<file path="src/rtl/lcu_feeder.sv">
// Streams a 128x128 frame from a synchronous ROM to the SAO filter in LCU raster order.
// Optional stall statistics counter enabled by defining LCU_FEEDER_STATS_EN.
module lcu_feeder (
    input  logic        clk,
    input  logic        reset,
    input  logic        start,
    input  logic [1:0]  cfg_type,
    input  logic [4:0]  cfg_band_pos,
    input  logic        cfg_wo_class,
    input  logic [15:0] cfg_offset,
    input  logic [1:0]  cfg_size,
    output logic [13:0] iaddr,
    input  logic [7:0]  idata,
    input  logic        busy,
    output logic        in_en,
    output logic [7:0]  din,
    output logic [1:0]  ipf_type,
    output logic [4:0]  ipf_band_pos,
    output logic        ipf_wo_class,
    output logic [15:0] ipf_offset,
    output logic [1:0]  lcu_size,
    output logic [2:0]  lcu_x,
    output logic [2:0]  lcu_y,
    output logic        done
`ifdef LCU_FEEDER_STATS_EN
    ,
    output logic [15:0] stall_cnt
`endif
);

    typedef enum logic [1:0] {
        ST_IDLE   = 2'd0,
        ST_STREAM = 2'd1,
        ST_DONE   = 2'd2
    } state_t;

    state_t     state_r, state_nxt_s;
    logic [6:0] c_r, r_r;
    logic [2:0] x_r, y_r;
    logic       all_issued_r;
    logic       rd_valid_r, rd_last_r;
    logic [2:0] rd_x_r, rd_y_r;
    logic       sk_valid_r, sk_last_r;
    logic [7:0] sk_data_r;
    logic [2:0] sk_x_r, sk_y_r;
    logic       out_last_r;

    logic       start_ok_s, out_ready_s, fire_s, finish_s, sk_next_s, issue_s;
    logic [2:0] sh_s, lmax_s, x_n_s, y_n_s;
    logic [6:0] nmax_s, c_n_s, r_n_s, row_s, col_s;
    logic       c_end_s, r_end_s, x_end_s, y_end_s, last_s;

    // Handshake: an address is only presented to the ROM when the skid buffer will be free to absorb its data.
    always_comb begin
        start_ok_s  = start && (cfg_size != 2'd3) && (state_r != ST_STREAM);
        out_ready_s = !in_en || !busy;
        fire_s      = in_en && !busy;
        finish_s    = fire_s && out_last_r;
        if (out_ready_s) begin
            if (sk_valid_r) begin
                sk_next_s = rd_valid_r;
            end else begin
                sk_next_s = 1'b0;
            end
        end else begin
            sk_next_s = sk_valid_r || rd_valid_r;
        end
        issue_s = (state_r == ST_STREAM) && !all_issued_r && !sk_next_s;
    end

    // Next pixel position inside the LCU grid and its frame address.
    always_comb begin
        sh_s    = 3'd4 + {1'b0, lcu_size};
        nmax_s  = (7'd16 << lcu_size) - 7'd1;
        lmax_s  = 3'd7 >> lcu_size;
        c_end_s = (c_r == nmax_s);
        r_end_s = (r_r == nmax_s);
        x_end_s = (x_r == lmax_s);
        y_end_s = (y_r == lmax_s);
        last_s  = c_end_s && r_end_s && x_end_s && y_end_s;
        c_n_s   = c_r + 7'd1;
        r_n_s   = r_r;
        x_n_s   = x_r;
        y_n_s   = y_r;
        if (c_end_s) begin
            c_n_s = 7'd0;
            if (r_end_s) begin
                r_n_s = 7'd0;
                if (x_end_s) begin
                    x_n_s = 3'd0;
                    y_n_s = y_r + 3'd1;
                end else begin
                    x_n_s = x_r + 3'd1;
                end
            end else begin
                r_n_s = r_r + 7'd1;
            end
        end else begin
            c_n_s = c_r + 7'd1;
        end
        row_s = (7'(y_n_s) << sh_s) + r_n_s;
        col_s = (7'(x_n_s) << sh_s) + c_n_s;
    end

    // Frame state register.
    always_ff @(posedge clk or negedge reset) begin
        if (!reset) begin
            state_r <= ST_IDLE;
        end else begin
            state_r <= state_nxt_s;
        end
    end

    // Frame state transitions.
    always_comb begin
        state_nxt_s = state_r;
        case (state_r)
            ST_IDLE:   state_nxt_s = start_ok_s ? ST_STREAM : ST_IDLE;
            ST_STREAM: state_nxt_s = finish_s ? ST_DONE : ST_STREAM;
            ST_DONE:   state_nxt_s = start_ok_s ? ST_STREAM : ST_DONE;
            default:   state_nxt_s = ST_IDLE;
        endcase
    end

    // Address generation, ROM return tracking, skid buffer and output register.
    always_ff @(posedge clk or negedge reset) begin
        if (!reset) begin
            ipf_type     <= 2'd0;
            ipf_band_pos <= 5'd0;
            ipf_wo_class <= 1'b0;
            ipf_offset   <= 16'd0;
            lcu_size     <= 2'd0;
            c_r          <= 7'd0;
            r_r          <= 7'd0;
            x_r          <= 3'd0;
            y_r          <= 3'd0;
            iaddr        <= 14'd0;
            all_issued_r <= 1'b0;
            rd_valid_r   <= 1'b0;
            rd_last_r    <= 1'b0;
            rd_x_r       <= 3'd0;
            rd_y_r       <= 3'd0;
            sk_valid_r   <= 1'b0;
            sk_last_r    <= 1'b0;
            sk_data_r    <= 8'd0;
            sk_x_r       <= 3'd0;
            sk_y_r       <= 3'd0;
            in_en        <= 1'b0;
            din          <= 8'd0;
            lcu_x        <= 3'd0;
            lcu_y        <= 3'd0;
            out_last_r   <= 1'b0;
            done         <= 1'b0;
        end else if (start_ok_s) begin
            ipf_type     <= cfg_type;
            ipf_band_pos <= cfg_band_pos;
            ipf_wo_class <= cfg_wo_class;
            ipf_offset   <= cfg_offset;
            lcu_size     <= cfg_size;
            c_r          <= 7'd0;
            r_r          <= 7'd0;
            x_r          <= 3'd0;
            y_r          <= 3'd0;
            iaddr        <= 14'd0;
            all_issued_r <= 1'b0;
            rd_valid_r   <= 1'b0;
            sk_valid_r   <= 1'b0;
            in_en        <= 1'b0;
            out_last_r   <= 1'b0;
            done         <= 1'b0;
        end else begin
            if (issue_s) begin
                c_r          <= c_n_s;
                r_r          <= r_n_s;
                x_r          <= x_n_s;
                y_r          <= y_n_s;
                iaddr        <= {row_s, col_s};
                all_issued_r <= last_s;
                rd_last_r    <= last_s;
                rd_x_r       <= x_r;
                rd_y_r       <= y_r;
            end
            rd_valid_r <= issue_s;
            sk_valid_r <= sk_next_s;
            if (rd_valid_r && (!out_ready_s || sk_valid_r)) begin
                sk_data_r <= idata;
                sk_x_r    <= rd_x_r;
                sk_y_r    <= rd_y_r;
                sk_last_r <= rd_last_r;
            end
            if (out_ready_s) begin
                if (sk_valid_r) begin
                    in_en      <= 1'b1;
                    din        <= sk_data_r;
                    lcu_x      <= sk_x_r;
                    lcu_y      <= sk_y_r;
                    out_last_r <= sk_last_r;
                end else if (rd_valid_r) begin
                    in_en      <= 1'b1;
                    din        <= idata;
                    lcu_x      <= rd_x_r;
                    lcu_y      <= rd_y_r;
                    out_last_r <= rd_last_r;
                end else begin
                    in_en      <= 1'b0;
                    out_last_r <= 1'b0;
                end
            end
            if (finish_s) begin
                done <= 1'b1;
            end
        end
    end

`ifdef LCU_FEEDER_STATS_EN
    // Saturating count of cycles the filter held back a valid pixel.
    always_ff @(posedge clk or negedge reset) begin
        if (!reset) begin
            stall_cnt <= 16'd0;
        end else if (start_ok_s) begin
            stall_cnt <= 16'd0;
        end else if (in_en && busy && (stall_cnt != 16'hFFFF)) begin
            stall_cnt <= stall_cnt + 16'd1;
        end
    end
`endif

endmodule

</file>
<file path="config.mk">
export PLATFORM = sky130hd
export DESIGN_NAME = lcu_feeder
export DESIGN_NICKNAME = d
export VERILOG_FILES = /design/src/rtl/lcu_feeder.sv
export SDC_FILE = /design/constraint.sdc
export NUM_CORES = 1
export LEC_CHECK = 0
export ABC_AREA = 1
export CAP_MARGIN = 10
export CELL_PAD_IN_SITES_DETAIL_PLACEMENT = 1
export CELL_PAD_IN_SITES_GLOBAL_PLACEMENT = 1
export CORE_UTILIZATION = 28
export CTS_BUF_LIST = sky130_fd_sc_hd__clkbuf_4 sky130_fd_sc_hd__clkbuf_8
export CTS_CLUSTER_SIZE = 12
export DETAILED_ROUTE_END_ITERATION = 10
export PLACE_DENSITY = 0.65
export SETUP_SLACK_MARGIN = 0.02
export SYNTH_ARGS = -nofsm -noshare
export SYNTH_HDL_FRONTEND = slang
export SYNTH_SLANG_ARGS = --single-unit
export TNS_END_PERCENT = 10
</file>
<file path="constraint.sdc">
create_clock -name clk -period 2.9 [get_ports clk]
set_input_delay 0.58 -clock clk [delete_from_list [all_inputs] [get_ports clk]]
set_output_delay 0.58 -clock clk [all_outputs]
set_load 0.005 [all_outputs]
</file>
## Word level (Yosys, flattened, before mapping)

Cells that the tools add are included.

| word-level totals | value |
|---|---|
| memories kept | 0 |
| memory bits (read-only) | 0 |
| latch bits | 0 |
| register bits | 104 |
| logic and storage cells | 119 |
| RAM bits | 0 |
| bits of input ports | 38 |
| output and inout bits | 56 |

| cells by class | value |
|---|---|
| multiplexer cells | 45 |
| bitwise operators | 1 |
| shift operators | 4 |
| magnitude comparators | 0 |
| multiply operators | 0 |
| add/subtract/negate cells | 8 |
| reduce and logical (&&, ||, !) cells | 26 |
| divide/modulo/power cells | 0 |
| equality and inequality tests | 8 |

Operators by type and width:

| cell | count |
|---|---|
| 7-bit 2-to-1 mux | 7 |
| 3-bit 2-to-1 mux | 14 |
| 14-bit 2-to-1 mux | 2 |
| 1-bit 2-to-1 mux | 17 |
| 8-bit 2-to-1 mux | 2 |
| 7-bit by 1-bit adder with 7-bit output, second input constant | 2 |
| 7-bit adder | 2 |
| 7-bit == test | 2 |
| 3-bit by 3-bit << shifter with 7-bit output | 2 |
| 1-bit logical AND | 10 |
| 2-bit nonzero test | 4 |
| 5-bit by 2-bit << shifter with 7-bit output, first input constant | 1 |
| 7-bit by 1-bit subtractor with 7-bit output, second input constant | 1 |
| 3-bit by 1-bit adder with 3-bit output, second input constant | 2 |
| 3-bit == test | 2 |
| 2-bit one-hot mux with 3 select lines | 1 |
| 1-bit logical NOT | 5 |
| 2-bit 2-to-1 mux | 2 |
| 2-bit AND reduction | 2 |
| 3-bit by 2-bit adder with 3-bit output, first input constant | 1 |
| 1-bit logical OR | 3 |
| 3-bit AND reduction | 1 |
| 3-bit by 2-bit right shift with 3-bit output, first input constant | 1 |
| 2-bit by 1-bit == test with 1-bit output, second input constant | 1 |
| other kinds (5) | 5 |

## Depth between registers and ports, before layout

Gate-level depths: netlist of run 1.

| logic depth | value |
|---|---|
| depth in word-level cells | 9 |
| gate-level depth with buffers | 19 |

## Worst setup path before layout of run 1

No wires, ideal clock.

| path | value |
|---|---|
| path kind | register -> register |
| from | reg lcu_size[0] |
| to | reg iaddr[13] |
| path slack | 330 ps |
| stages on the path, launching flop included | 17 |
| period minus slack after synthesis | 2570 ps |
| data required time | 2783 ps |
| data arrival time | 2452 ps |
| library setup time | 117 ps |
| path through | dfrtp_1 > nor2_2 > nor2_1 > nor2_2 > nand3_4 > nor2_4 > buf_6 > nand3_2 > nand2_1 > nor2_1 > ha_1 > fa_1 > nand3b_1 > nand2_1 > nand4_1 > nand3_1 > nand2_1 |

| between the ends | value |
|---|---|
| longest elaborated chain between the ends | 9 |

RTL lines:

| element | RTL line | text |
|---|---|---|
| start, declared | 21 | `output logic [1:0] lcu_size,` |
| start signal, assigned | 159 | `lcu_size <= cfg_size;` |
| 5-bit by 2-bit << shifter with 7-bit output / 3-bit by 2-bit right shift with 3-bit output (equally long branches) | 74, 75 |  |
| 7-bit by 1-bit subtractor with 7-bit output / 3-bit == test (equally long branches) | 74, 78 |  |
| 7-bit == test / 3-bit 2-to-1 mux (equally long branches) | 77, 89 |  |
| 3-bit 2-to-1 mux | 87 | `if (r_end_s) begin` |
| 3-bit 2-to-1 mux | 85 | `if (c_end_s) begin` |
| 3-bit by 3-bit << shifter with 7-bit output | 101 | `row_s = (7'(y_n_s) << sh_s) + r_n_s;` |
| 7-bit adder (*) | 101 |  |
| 14-bit 2-to-1 mux (*) | 172 | `if (issue_s) begin` |
| 14-bit 2-to-1 mux (*) | 154 | `end else if (start_ok_s) begin` |
| end signal, assigned | 177 | `iaddr <= {row_s, col_s};` |
| end, declared | 12 | `output logic [13:0] iaddr,` |

Every way passes the cells marked *; elsewhere a longest branch is shown, timed or not. The select of a mux whose other input is x is not followed.
A chain may end at the register's enable or synchronous reset.

==> summary.md, run 1 <==
| Metric | Value |
|---|---|
| Status | `complete, no violations` |
| Hold Crit Class | `primary input to async pin` |
| Diodes inserted | `0` |
| First-pass GRT wire length | `20.8 mm` |
| Most common cell in the netlist | `nand2_1` |
| Layout cells sized above 1 | `15.7%` |
| Critical-path top delay cell | `dfrtp_1` |
| Critical path type | `flip-flop to flip-flop` |
| Area leader, netlist | `dfrtp_1` |
| Htree depth | `3` |
| Dpl ws | `0.105 ns` |
| Area occupied by multi-input gates | `approximately 0.002 mm2` |
| Final core occ | `38.6%` |
| Top-area cell type share of the netlist area | `51.8%` |
| Initial antenna violation count | `0` |
| RSZ-0062 raised after global routing | `yes` |
| Die area | `roughly 0.017 mm2` |
| Clk sinks | `96` |
| CP max stage delay | `0.40 ns` |
| Area Overhead vs Synth | `33.6%` |
| MaxCap Viol Count | `0` |
| Die width | `131 um` |
| Yosys reg bits | `96` |
| Min Tclk post-route | `2.67 ns` |
| Slew HR | `56.3%` |
| Required @ worst endpoint | `3.17 ns` |
| GRT Overall Usage | `15.8%` |
| I/O Buffers | `93` |
| Clock tree buffer depth | `2` |
| Post-route DRC | `0` |
| # hold bufs at CTS | `0` |
| First drt pass iteration count | `4` |
| Row count | `46` |
| Initial DRC Count | `136` |
| Critical Path End Type | `flip-flop` |
| Crit path launch type | `flip-flop` |
| CP dominant cell by count | `nand2_1` |
| Least-Margin Pin Slew | `0.655 ns` |
| Wirelength, routed | `between 10 and 15 mm` |
| Period utilization | `92.0%` |
| Nets | `690` |
| Syn Nets | `575` |
| Highest ir drop seen on vdd | `0.000355 V` |
| Post-synth top cells | `nand2_1, dfrtp_1, inv_1` |
| Avg Cell Area, Syn | `8.77 um2` |
| Total number of vias | `4,011` |
| Clock network latency to the later pin of the worst-skew pair | `0.38 ns` |
| Number of flops mapped to enable cells by yosys | `0` |
| Clk root buf | `clkbuf_8` |
| Share of synthesized registers carrying an async set or reset | `100%` |
| Initial Util | `28.9%` |
| Endpoints failing hold | `0` |
| Gr ovfl total | `0` |
| Synth unique cells | `41` |
| Largest net degree at the start of global routing | `54` |
| Reg area | `0.00240 mm2` |
| # IOs | `94` |
| # fillers | `roughly 1,900` |
| Arr. time, crit path | `2.93 ns` |
| Total CTS buffers | `9` |
| CP cell instances | `ha_1 -> nand3_1 -> nor2_1 -> nand3_2 -> inv_1 -> nand2_1 -> nand2_1 -> nand2_1 -> nor2_1 -> ha_1 -> inv_1 -> fa_2 -> xor2_2 -> nand4_1 -> nand3_1 -> nand2_1` |
| RePlAce Congestion | `0.834` |
| Largest cells by area after synthesis | `dfrtp_1, nand2_1, mux2_2, inv_1, nor2_1` |
| Final setup vio count | `0` |
| Leak pwr | `0.00289 uW` |
| Die height | `131 um` |
| Syn. warnings | `0` |
| Routed Antenna Nets | `0` |
| Netlist Area Pre-Place | `0.00464 mm2` |
| Vias in the first global route | `4,182` |
| Worst setup margin | `0.233 ns` |
| Setup Skew | `0.0138 ns` |
| Clock Pin Slew Worst Setup and Hold Paths | `0.10 ns` |
| Cells after Synth | `529` |
| Primary FF master, synth | `dfrtp_1` |
| Core area | `~0.016 mm2` |
| Routed length per placed instance | `15.1 um` |
| FMAX | `375 MHz` |
| Sequential element share of the synthesized area | `51.8%` |
| CP Max Fanout | `4` |
| Slew Limit Fails | `0` |
| P per Cell Area | `988 mW/mm2` |
| Via-to-Cell Ratio | `4.64` |
| Post-detail-place hpwl | `roughly 9.4 mm` |
| CTS tree | `yes` |
[sequential cells by signal, summed over array words and instances (netlist names), 2 cells and up]
name	cells
rd_y_r	3
sk_data_r	8
sk_y_r	3
iaddr	14
c_r	3
x_r	3
ipf_band_pos	5
rd_x_r	3
lcu_x	3
lcu_y	3
ipf_type	2
r_r	3
y_r	3
din	8
ipf_offset	16
state_r	2
sk_x_r	3
lcu_size	2
[critical path, delay by kind of cell, from the launching register on]
| kind | cells | cell delay [ns] |
|---|---|---|
| and+or+nand+nor | 10 | 1.14 |
| adders and majority gates | 3 | 0.69 |
| DFF | 1 | 0.40 |
| buffers and inverters | 2 | 0.16 |
| xor gates and xnor gates | 1 | 0.15 |
[metal layers]
layer	part of all wire (%)	global-route usage (%)	wire length, um
met1	45	19.7	5850
met3	5.1	4.23	669
met4	1.5	4.60	190
met2	48	26.7	6310
met5	0	0	0
[final timing paths]
| path | start | cells after the start | slack, ns | end |
|---|---|---|---|---|
| max in group asynchronous | reset | 2 | 1.94 | lcu_size[1]$_DFFE_PN0P_ |
| hold / removal | reset | 1 | 0.19 | iaddr[10]$_DFFE_PN0P_ |
| setup / recovery | iaddr[8]$_DFFE_PN0P_ | 16 | 0.23 | iaddr[6]$_DFFE_PN0P_ |
| setup reg to reg | iaddr[8]$_DFFE_PN0P_ | 16 | 0.23 | iaddr[6]$_DFFE_PN0P_ |
| min in group clk | ipf_offset[8]$_DFFE_PN0P_ | 2 | 0.48 | ipf_offset[8]$_DFFE_PN0P_ |
| hold reg to reg | ipf_offset[8]$_DFFE_PN0P_ | 2 | 0.48 | ipf_offset[8]$_DFFE_PN0P_ |
[cells in the final DEF, fill, tap and decap left out, types with 13 or more instances in the layout]
master and count:
inv_1 40, clkdlybuf4s50_1 92, dfrtp_1 94, o21ai_0 23, buf_4 37, nand2_1 181
a31oi_1 15, nor2_1 33, o22ai_1 13, nand3_1 21, mux2_2 14
[per-stage QoR]
step / power (uW) / hold slack [ns] / area [um2] / instances / setup TNS (ns)
final: 6130 / 0.189 / 6200 / 865 / 0
after global routing: 6650 / 0.210 / 6200 / 865 / -0.00364
after CTS: 6140 / 0.210 / 6130 / 862 / 0
after detailed placement: 5250 / 0.461 / 5950 / 846 / 0
after global placement: 5140 / 0.454 / 5950 / 846 / 0
after floorplan: 3820 / 0.284 / 4640 / 529 / 0
[cell type report]
| type | instances | share of cell area [%] |
|---|---|---|
| clock inverter | 6 | 0.787 |
| inverter | 43 | 2.60 |
| multi-input combinational | 364 | 31.7 |
| sequential | 96 | 38.8 |
| timing repair buffer | 130 | 19.6 |
| clock buffer | 10 | 2.12 |
| tap | 216 | 4.36 |
[cells by family after synthesis]
kind of cell / count (synthesis) / share of synthesized area [%]
compound gates: 71 / 9.54
xor+xnor: 5 / 0.944
flops: 96 / 51.8
mux: 14 / 3.40
simple gates: 266 / 25.0
fa+ha+maj: 8 / 2.48
buf+inv: 69 / 6.90
[what timing repair did]
action                                 CTS  global route
setup buffers                            0             3
setup endpoints to repair                0             3
resized for setup                        0            15
endpoints found under the hold margin    0             0
[power breakdown]
group	internal [uW]	switching, uW	leakage [uW]
sequential	1890	392	0.00122
combinational	1420	1580	0.00157
clock	335	516	0.0000955
Note: power is estimated with default switching activity, not from simulation.
==> run 2, diff against run 1 <==
--- a/config.mk
+++ b/config.mk
@@ -9,11 +9,11 @@
 export CAP_MARGIN = 10
 export CELL_PAD_IN_SITES_DETAIL_PLACEMENT = 1
 export CELL_PAD_IN_SITES_GLOBAL_PLACEMENT = 1
-export CORE_UTILIZATION = 28
+export CORE_UTILIZATION = 30
 export CTS_BUF_LIST = sky130_fd_sc_hd__clkbuf_4 sky130_fd_sc_hd__clkbuf_8
 export CTS_CLUSTER_SIZE = 12
 export DETAILED_ROUTE_END_ITERATION = 10
-export PLACE_DENSITY = 0.65
+export PLACE_DENSITY = 0.69
 export SETUP_SLACK_MARGIN = 0.02
 export SYNTH_ARGS = -nofsm -noshare
 export SYNTH_HDL_FRONTEND = slang
==> run 2 against run 1 <==
Net effect: maximum frequency decreased by 1.8%; critical path depth fell by 2; cell count decreased by 4.4%; clock skew fell by 0.0052 ns; combinational power decreased by 3%; sequential share of layout area rose by 0.50 points; count of clock-buffer cells in the layout is the same; wire length is 4.8% lower; utilization increased by 1.8 points; first-iteration DRC count up 87%; power decreased by 0.89%; via count fell by 0.67%.
==> summary.md, run 2 (same netlist as run 1, synthesis figures left out) <==
| Metric | Value |
|---|---|
| Clk root buf | `clkbuf_8` |
| Via-to-Cell Ratio | `4.82 (+3.9%)` |
| Met2 Use GR | `27.0% (+0.27 points)` |
| Total number of vias | `3,984 (-0.67%)` |
| Clk sinks | `96 (unchanged)` |
| Status | `complete, no violations` |
| Gr ovfl total | `0 (unchanged)` |
| CP top delay family | `simple AND/OR/NAND/NOR gates` |
| Die height | `126 um (-3.3%)` |
| # IOs | `94 (unchanged)` |
| Slew Limit Fails | `0 (unchanged)` |
| Post-detail-place hpwl | `9.09 mm (-3.5%)` |
| Worst setup margin | `0.185 ns (-0.0478 ns)` |
| Htree depth | `3 (unchanged)` |
| Final setup vio count | `0 (unchanged)` |
| Critical path type | `flip-flop to flip-flop` |
| Initial antenna violation count | `0 (unchanged)` |
| Required @ worst endpoint | `3.17 ns (about the same)` |
| Max FFs per register | `16 (unchanged)` |
| Layout cells sized above 1 | `15.8% (+0.089 points)` |
| Clock Pin Slew Worst Setup and Hold Paths | `0.09 ns (about the same)` |
| Most common cell after layout, fill and taps aside | `nand2_1` |
| Die area | `0.0160 mm2 (-6.6%)` |
| Core area | `0.0151 mm2 (-5.7%)` |
| Highest ir drop seen on vdd | `0.000421 V (+19%)` |
| R2r startpoint | `lcu_size[1]$_DFFE_PN0P_` |
| CP cell instances | `buf_6 -> nand2_1 -> nand2_1 -> nor2_2 -> nand3_4 -> nor2_4 -> nand2_2 -> buf_4 -> nand2_1 -> nand2_2 -> nor2_2 -> ha_1 -> fa_2 -> a22o_1` |
| Critical-path top delay cell | `dfrtp_2` |
| CP max stage delay | `0.48 ns (+0.08 ns)` |
| Initial DRC Count | `254 (+87%)` |
| I/O Buffers | `93 (unchanged)` |
| Least-Margin Pin Slew | `0.582 ns (-0.0730 ns)` |
| Row count | `45 (-2.2%)` |
| Diodes inserted | `0 (unchanged)` |
| RePlAce Congestion | `0.798 (-4.3%)` |
| CP Max Fanout | `8 (+4)` |
| Routed Antenna Nets | `0 (unchanged)` |
| Endpoints failing hold | `0 (unchanged)` |
| Most crowded layer after global routing | `met2` |
| Reg with most FFs | `ipf_offset` |
| RSZ-0062 raised after global routing | `yes` |
| Vias in the first global route | `4,262 (+1.9%)` |
| Slew HR | `61.2% (+4.9 points)` |
| Die width | `126 um (-3.3%)` |
| P per Cell Area | `992 mW/mm2 (+0.39%)` |
| Hold Crit Class | `primary input to async pin` |
| Post-route DRC | `0 (unchanged)` |
| Routed length per placed instance | `15.0 um (-0.45%)` |
| Min Tclk post-route | `2.72 ns (+0.0478 ns)` |
| Largest net degree at the start of global routing | `66 (+22%)` |
| Reg2reg path depth | `14 (-2)` |
| GRT Overall Usage | `16.4% (+0.58 points)` |
| CTS tree | `yes` |
| Placed Area | `0.00585 mm2 (-1.6%)` |
| Met1 GRT Util | `21.0% (+1.3 points)` |
| Total CTS buffers | `9 (unchanged)` |
| Area Overhead vs Synth | `31.9%` |
| Clock network latency to the later pin of the worst-skew pair | `0.38 ns (about the same)` |
| WP buf/inv | `2 (unchanged)` |
| Wirelength, routed | `12.4 mm (-4.8%)` |
| Dpl ws | `0.0670 ns (-0.0384 ns)` |
| Critical Path End Type | `flip-flop` |
| Crit path launch type | `flip-flop` |
| First-pass GRT wire length | `20.8 mm (+0.10%)` |
| R2r endpoint | `iaddr[12]$_DFFE_PN0P_` |
| FMAX | `368 MHz (-1.8%)` |
| First drt pass iteration count | `4 (unchanged)` |
| # fillers | `1,767 (-5.7%)` |
| Setup Skew | `0.00852 ns (-0.00524 ns)` |
| Initial Util | `30.6% (+1.7 points)` |
| Most frequent cells in the layout | `nand2_1, dfrtp_1, clkdlybuf4s50_1` |
| Arr. time, crit path | `2.99 ns (+0.06 ns)` |
| Nets | `680 (-1.4%)` |
| Final Instance Area | `0.00612 mm2 (-1.3%)` |
| Met3 GRT Util | `4.47% (+0.24 points)` |
| R2R Setup Slk | `0.18 ns (-0.05 ns)` |
| Period utilization | `93.6% (+1.6 points)` |
| Clock tree buffer depth | `2 (unchanged)` |
| MaxCap Viol Count | `0 (unchanged)` |
| Leak pwr | `0.00284 uW (-1.8%)` |
| Biggest regs | `ipf_offset: 16 flops, iaddr: 14 flops` |
| CP dominant cell by count | `nand2_1` |
## run 2: repair_timing
action / in CTS / in global routing
endpoints found under the setup margin: 0 / 3
gates resized for setup: 0 / 25
hold buffers: 0 / 0
setup buffers: 0 / 1
## run 2: cell type report
cell class | count | area [um2] | area share (%)
sequential | 96 | 2400 | 39.3
multi-input combinational | 364 | 1980 | 32.4
timing repair buffer | 120 | 1150 | 18.7
tap | 188 | 235 | 3.84
inverter | 43 | 164 | 2.68
clock buffer | 10 | 138 | 2.25
clock inverter | 6 | 50.0 | 0.817
## run 2: worst max-delay path by stage
stage	from	to	slack [ns]	depth (start not counted)
6_report	lcu_size[1]$_DFFE_PN0P_	iaddr[12]$_DFFE_PN0P_	0.18	14
5_1_grt	lcu_size[1]$_DFFE_PN0P_	iaddr[13]$_DFFE_PN0P_	-0.02	16
4_1_cts	iaddr[8]$_DFFE_PN0P_	iaddr[13]$_DFFE_PN0P_	0.04	15
3_5_place_dp	iaddr[8]$_DFFE_PN0P_	iaddr[13]$_DFFE_PN0P_	0.07	15
3_3_place_gp	iaddr[8]$_DFFE_PN0P_	iaddr[13]$_DFFE_PN0P_	0.14	15
2_1_floorplan	lcu_size[0]$_DFFE_PN0P_	iaddr[13]$_DFFE_PN0P_	0.33	16
## run 2: power breakdown
group / total (uW) / switching, uW / internal, uW
clock network: 860 / 512 / 348
registers: 2300 / 410 / 1890
logic: 2920 / 1530 / 1380
total: 6080 / 2450 / 3620
## run 2: per-stage QoR
stage	hold slack, ns	TNS (ns)	std cells	total power, uW	util, %
4_1_cts	0.125	0	826	6110	39.9
5_1_grt	0.139	-0.0165	827	6590	40.4
3_5_place_dp	0.458	0	810	5210	38.6
6_report	0.130	0	827	6080	40.4
2_1_floorplan	0.284	0	529	3820	-
3_3_place_gp	0.455	0	810	5100	38.6
## run 2: per-layer routing
metal	routed length, um	share of wire [%]
met1	5850	47
met2	5940	48
met3	485	3.9
met5	0	0
met4	132	1.1
==> run 3, diff against run 2 <==
--- a/config.mk
+++ b/config.mk
@@ -9,11 +9,11 @@
 export CAP_MARGIN = 10
 export CELL_PAD_IN_SITES_DETAIL_PLACEMENT = 1
 export CELL_PAD_IN_SITES_GLOBAL_PLACEMENT = 1
-export CORE_UTILIZATION = 30
+export CORE_UTILIZATION = 40
 export CTS_BUF_LIST = sky130_fd_sc_hd__clkbuf_4 sky130_fd_sc_hd__clkbuf_8
 export CTS_CLUSTER_SIZE = 12
 export DETAILED_ROUTE_END_ITERATION = 10
-export PLACE_DENSITY = 0.69
+export PLACE_DENSITY = 0.87
 export SETUP_SLACK_MARGIN = 0.02
 export SYNTH_ARGS = -nofsm -noshare
 export SYNTH_HDL_FRONTEND = slang
==> run 3 against run 2 <==
Net effect: clock power up 27%; sequential power about the same; utilization increased by 14 points; die area shrank 25%; cell count is 6.7% lower; flip-flop and latch count did not move; first-iteration DRC count is 26% lower; global-route usage up 6.4 points; sequential share of layout area increased by 0.61 points; largest cell class unchanged.
==> summary.md, run 3 (same netlist as run 1, synthesis figures left out) <==
| Metric | Value |
|---|---|
| Period utilization | `94.1% (+0.50 points)` |
| Final setup vio count | `0 (unchanged)` |
| Clock Pin Slew Worst Setup and Hold Paths | `0.10 ns (about the same)` |
| CP Max Fanout | `7 (-1)` |
| Critical Path End Type | `flip-flop` |
| Layout cells sized above 1 | `13.4% (-2.4 points)` |
| Total CTS buffers | `9 (unchanged)` |
| Crit path launch type | `flip-flop` |
| Via-to-Cell Ratio | `5.26 (+9.1%)` |
| Area Overhead vs Synth | `30.1%` |
| Clock tree buffer depth | `2 (unchanged)` |
| RePlAce Congestion | `0.864 (+8.2%)` |
| Total power | `6340 uW (+4.3%)` |
| Nets | `673 (-1.0%)` |
| Endpoints failing hold | `0 (unchanged)` |
| Post-detail-place hpwl | `9.45 mm (+3.9%)` |
| Hold Crit Class | `primary input to async pin` |
| Slew Limit Fails | `0 (unchanged)` |
| Largest net degree at the start of global routing | `52 (-21%)` |
| Reg with most FFs | `ipf_offset` |
| Critical path type | `flip-flop to flip-flop` |
| Die height | `110 um (-13%)` |
| I/O Buffers | `93 (unchanged)` |
| Row count | `38 (-16%)` |
| Setup Skew | `0.00976 ns (+0.00125 ns)` |
| Leak pwr | `0.00284 uW (about the same)` |
| Required @ worst endpoint | `3.18 ns (about the same)` |
| Least-Margin Pin Slew | `0.660 ns (+0.0775 ns)` |
| Dpl ws | `0.0167 ns (-0.0502 ns)` |
| Biggest regs | `ipf_offset: 16 flops, iaddr: 14 flops` |
| Wirelength, routed | `13.0 mm (+4.5%)` |
| Htree depth | `3 (unchanged)` |
| Total number of vias | `4,058 (+1.9%)` |
| FMAX | `366 MHz (-0.53%)` |
| Post-route DRC | `0 (unchanged)` |
| Vias in the first global route | `4,312 (+1.2%)` |
| Hold slack | `0.229 ns (+0.0983 ns)` |
| P per Cell Area | `1050 mW/mm2 (+5.8%)` |
| Most frequent cells in the layout | `nand2_1, dfrtp_1, clkdlybuf4s50_1` |
| Most common cell after layout, fill and taps aside | `nand2_1` |
| RSZ-0062 raised after global routing | `yes` |
| Status | `complete, no violations` |
| MaxCap Viol Count | `0 (unchanged)` |
| # IOs | `94 (unchanged)` |
| Final Instance Area | `0.00604 mm2 (-1.4%)` |
| GRT Overall Usage | `22.8% (+6.4 points)` |
| Placed Area | `0.00573 mm2 (-2.1%)` |
| CTS tree | `yes` |
| Die area | `0.0120 mm2 (-25%)` |
| First drt pass iteration count | `4 (unchanged)` |
| Clk root buf | `clkbuf_8` |
| Max FFs per register | `16 (unchanged)` |
| Core area | `0.0111 mm2 (-27%)` |
| Min Tclk post-route | `2.73 ns (+0.0146 ns)` |
| # fillers | `1,313 (-26%)` |
| Highest ir drop seen on vdd | `0.000421 V (about the same)` |
| Slew HR | `55.9% (-5.3 points)` |
| Diodes inserted | `0 (unchanged)` |
| Clock network latency to the later pin of the worst-skew pair | `0.38 ns (about the same)` |
| Initial Util | `41.9% (+11 points)` |
| Initial antenna violation count | `0 (unchanged)` |
| Setup TNS Final | `0 ns (unchanged)` |
| Worst setup margin | `0.170 ns (-0.0146 ns)` |
| Clk sinks | `96 (unchanged)` |
| First-pass GRT wire length | `20.9 mm (+0.23%)` |
| Die width | `110 um (-13%)` |
| Routed Antenna Nets | `0 (unchanged)` |
| Arr. time, crit path | `3.00 ns (about the same)` |
| Routed length per placed instance | `16.8 um (+12%)` |
| Initial DRC Count | `189 (-26%)` |
| Gr ovfl total | `0 (unchanged)` |
run 3: where the power goes:
| group | switching, uW | internal, uW | leakage (uW) |
|---|---|---|---|
| logic | 1560 | 1380 | 0.00149 |
| clock network | 479 | 606 | 0.000127 |
| registers | 422 | 1890 | 0.00122 |
run 3: metrics by stage:
stage	utilization, %	cells
floorplan	-	529
global placement	51.8	754
detailed placement	51.8	754
CTS	54.0	770
global route	54.5	772
finish	54.5	772
run 3: routing by layer:
layer	share of wire, %	routed length [um]	global-route usage (%)
met4	1.6	207	8.29
met1	43	5560	28.7
met2	51	6570	39.1
met5	0	0	0
met3	4.7	613	4.15
run 3: path summary, 6_finish.rpt:
| kind | start | end | slack, ns | cells past startpoint |
|---|---|---|---|---|
| setup / recovery | lcu_size[1]$_DFFE_PN0P_ | iaddr[6]$_DFFE_PN0P_ | 0.17 | 17 |
| hold / removal | reset | din[7]$_DFFE_PN0P_ | 0.23 | 1 |
| setup reg to reg | lcu_size[1]$_DFFE_PN0P_ | iaddr[6]$_DFFE_PN0P_ | 0.17 | 17 |
| hold reg to reg | ipf_offset[10]$_DFFE_PN0P_ | ipf_offset[10]$_DFFE_PN0P_ | 0.48 | 2 |
| max in group asynchronous | reset | lcu_size[1]$_DFFE_PN0P_ | 1.96 | 2 |
| min in group clk | ipf_offset[10]$_DFFE_PN0P_ | ipf_offset[10]$_DFFE_PN0P_ | 0.48 | 2 |
run 3: repair_timing:
action                     CTS  global route
resized for setup            1            12
hold buffers                 0             0
pin swaps                    0             1
setup endpoints to repair    2             4
setup buffers                0             2
run 3: layout make-up:
class | instances | area (um2) | share of cell area [%]
sequential | 96 | 2410 | 39.9
multi-input combinational | 364 | 1950 | 32.3
timing repair buffer | 113 | 1090 | 18.1
tap | 140 | 175 | 2.90
inverter | 43 | 161 | 2.67
clock buffer | 11 | 145 | 2.40
clock inverter | 5 | 104 | 1.72
run 3: critical path, cell delays in order, from the launching register on:
cell and delay [ns]:
dfrtp_2 0.47, buf_4 0.16, buf_4 0.16, xor2_1 0.16
nand2_1 0.15, nor2_8 0.07, inv_1 0.09, nand2_1 0.05
nand2_1 0.09, nand2_1 0.09, nor2_1 0.10, ha_1 0.16
inv_1 0.05, fa_1 0.38, xor2_1 0.20, nand4_1 0.12
nand3_1 0.09, nand2_1 0.05
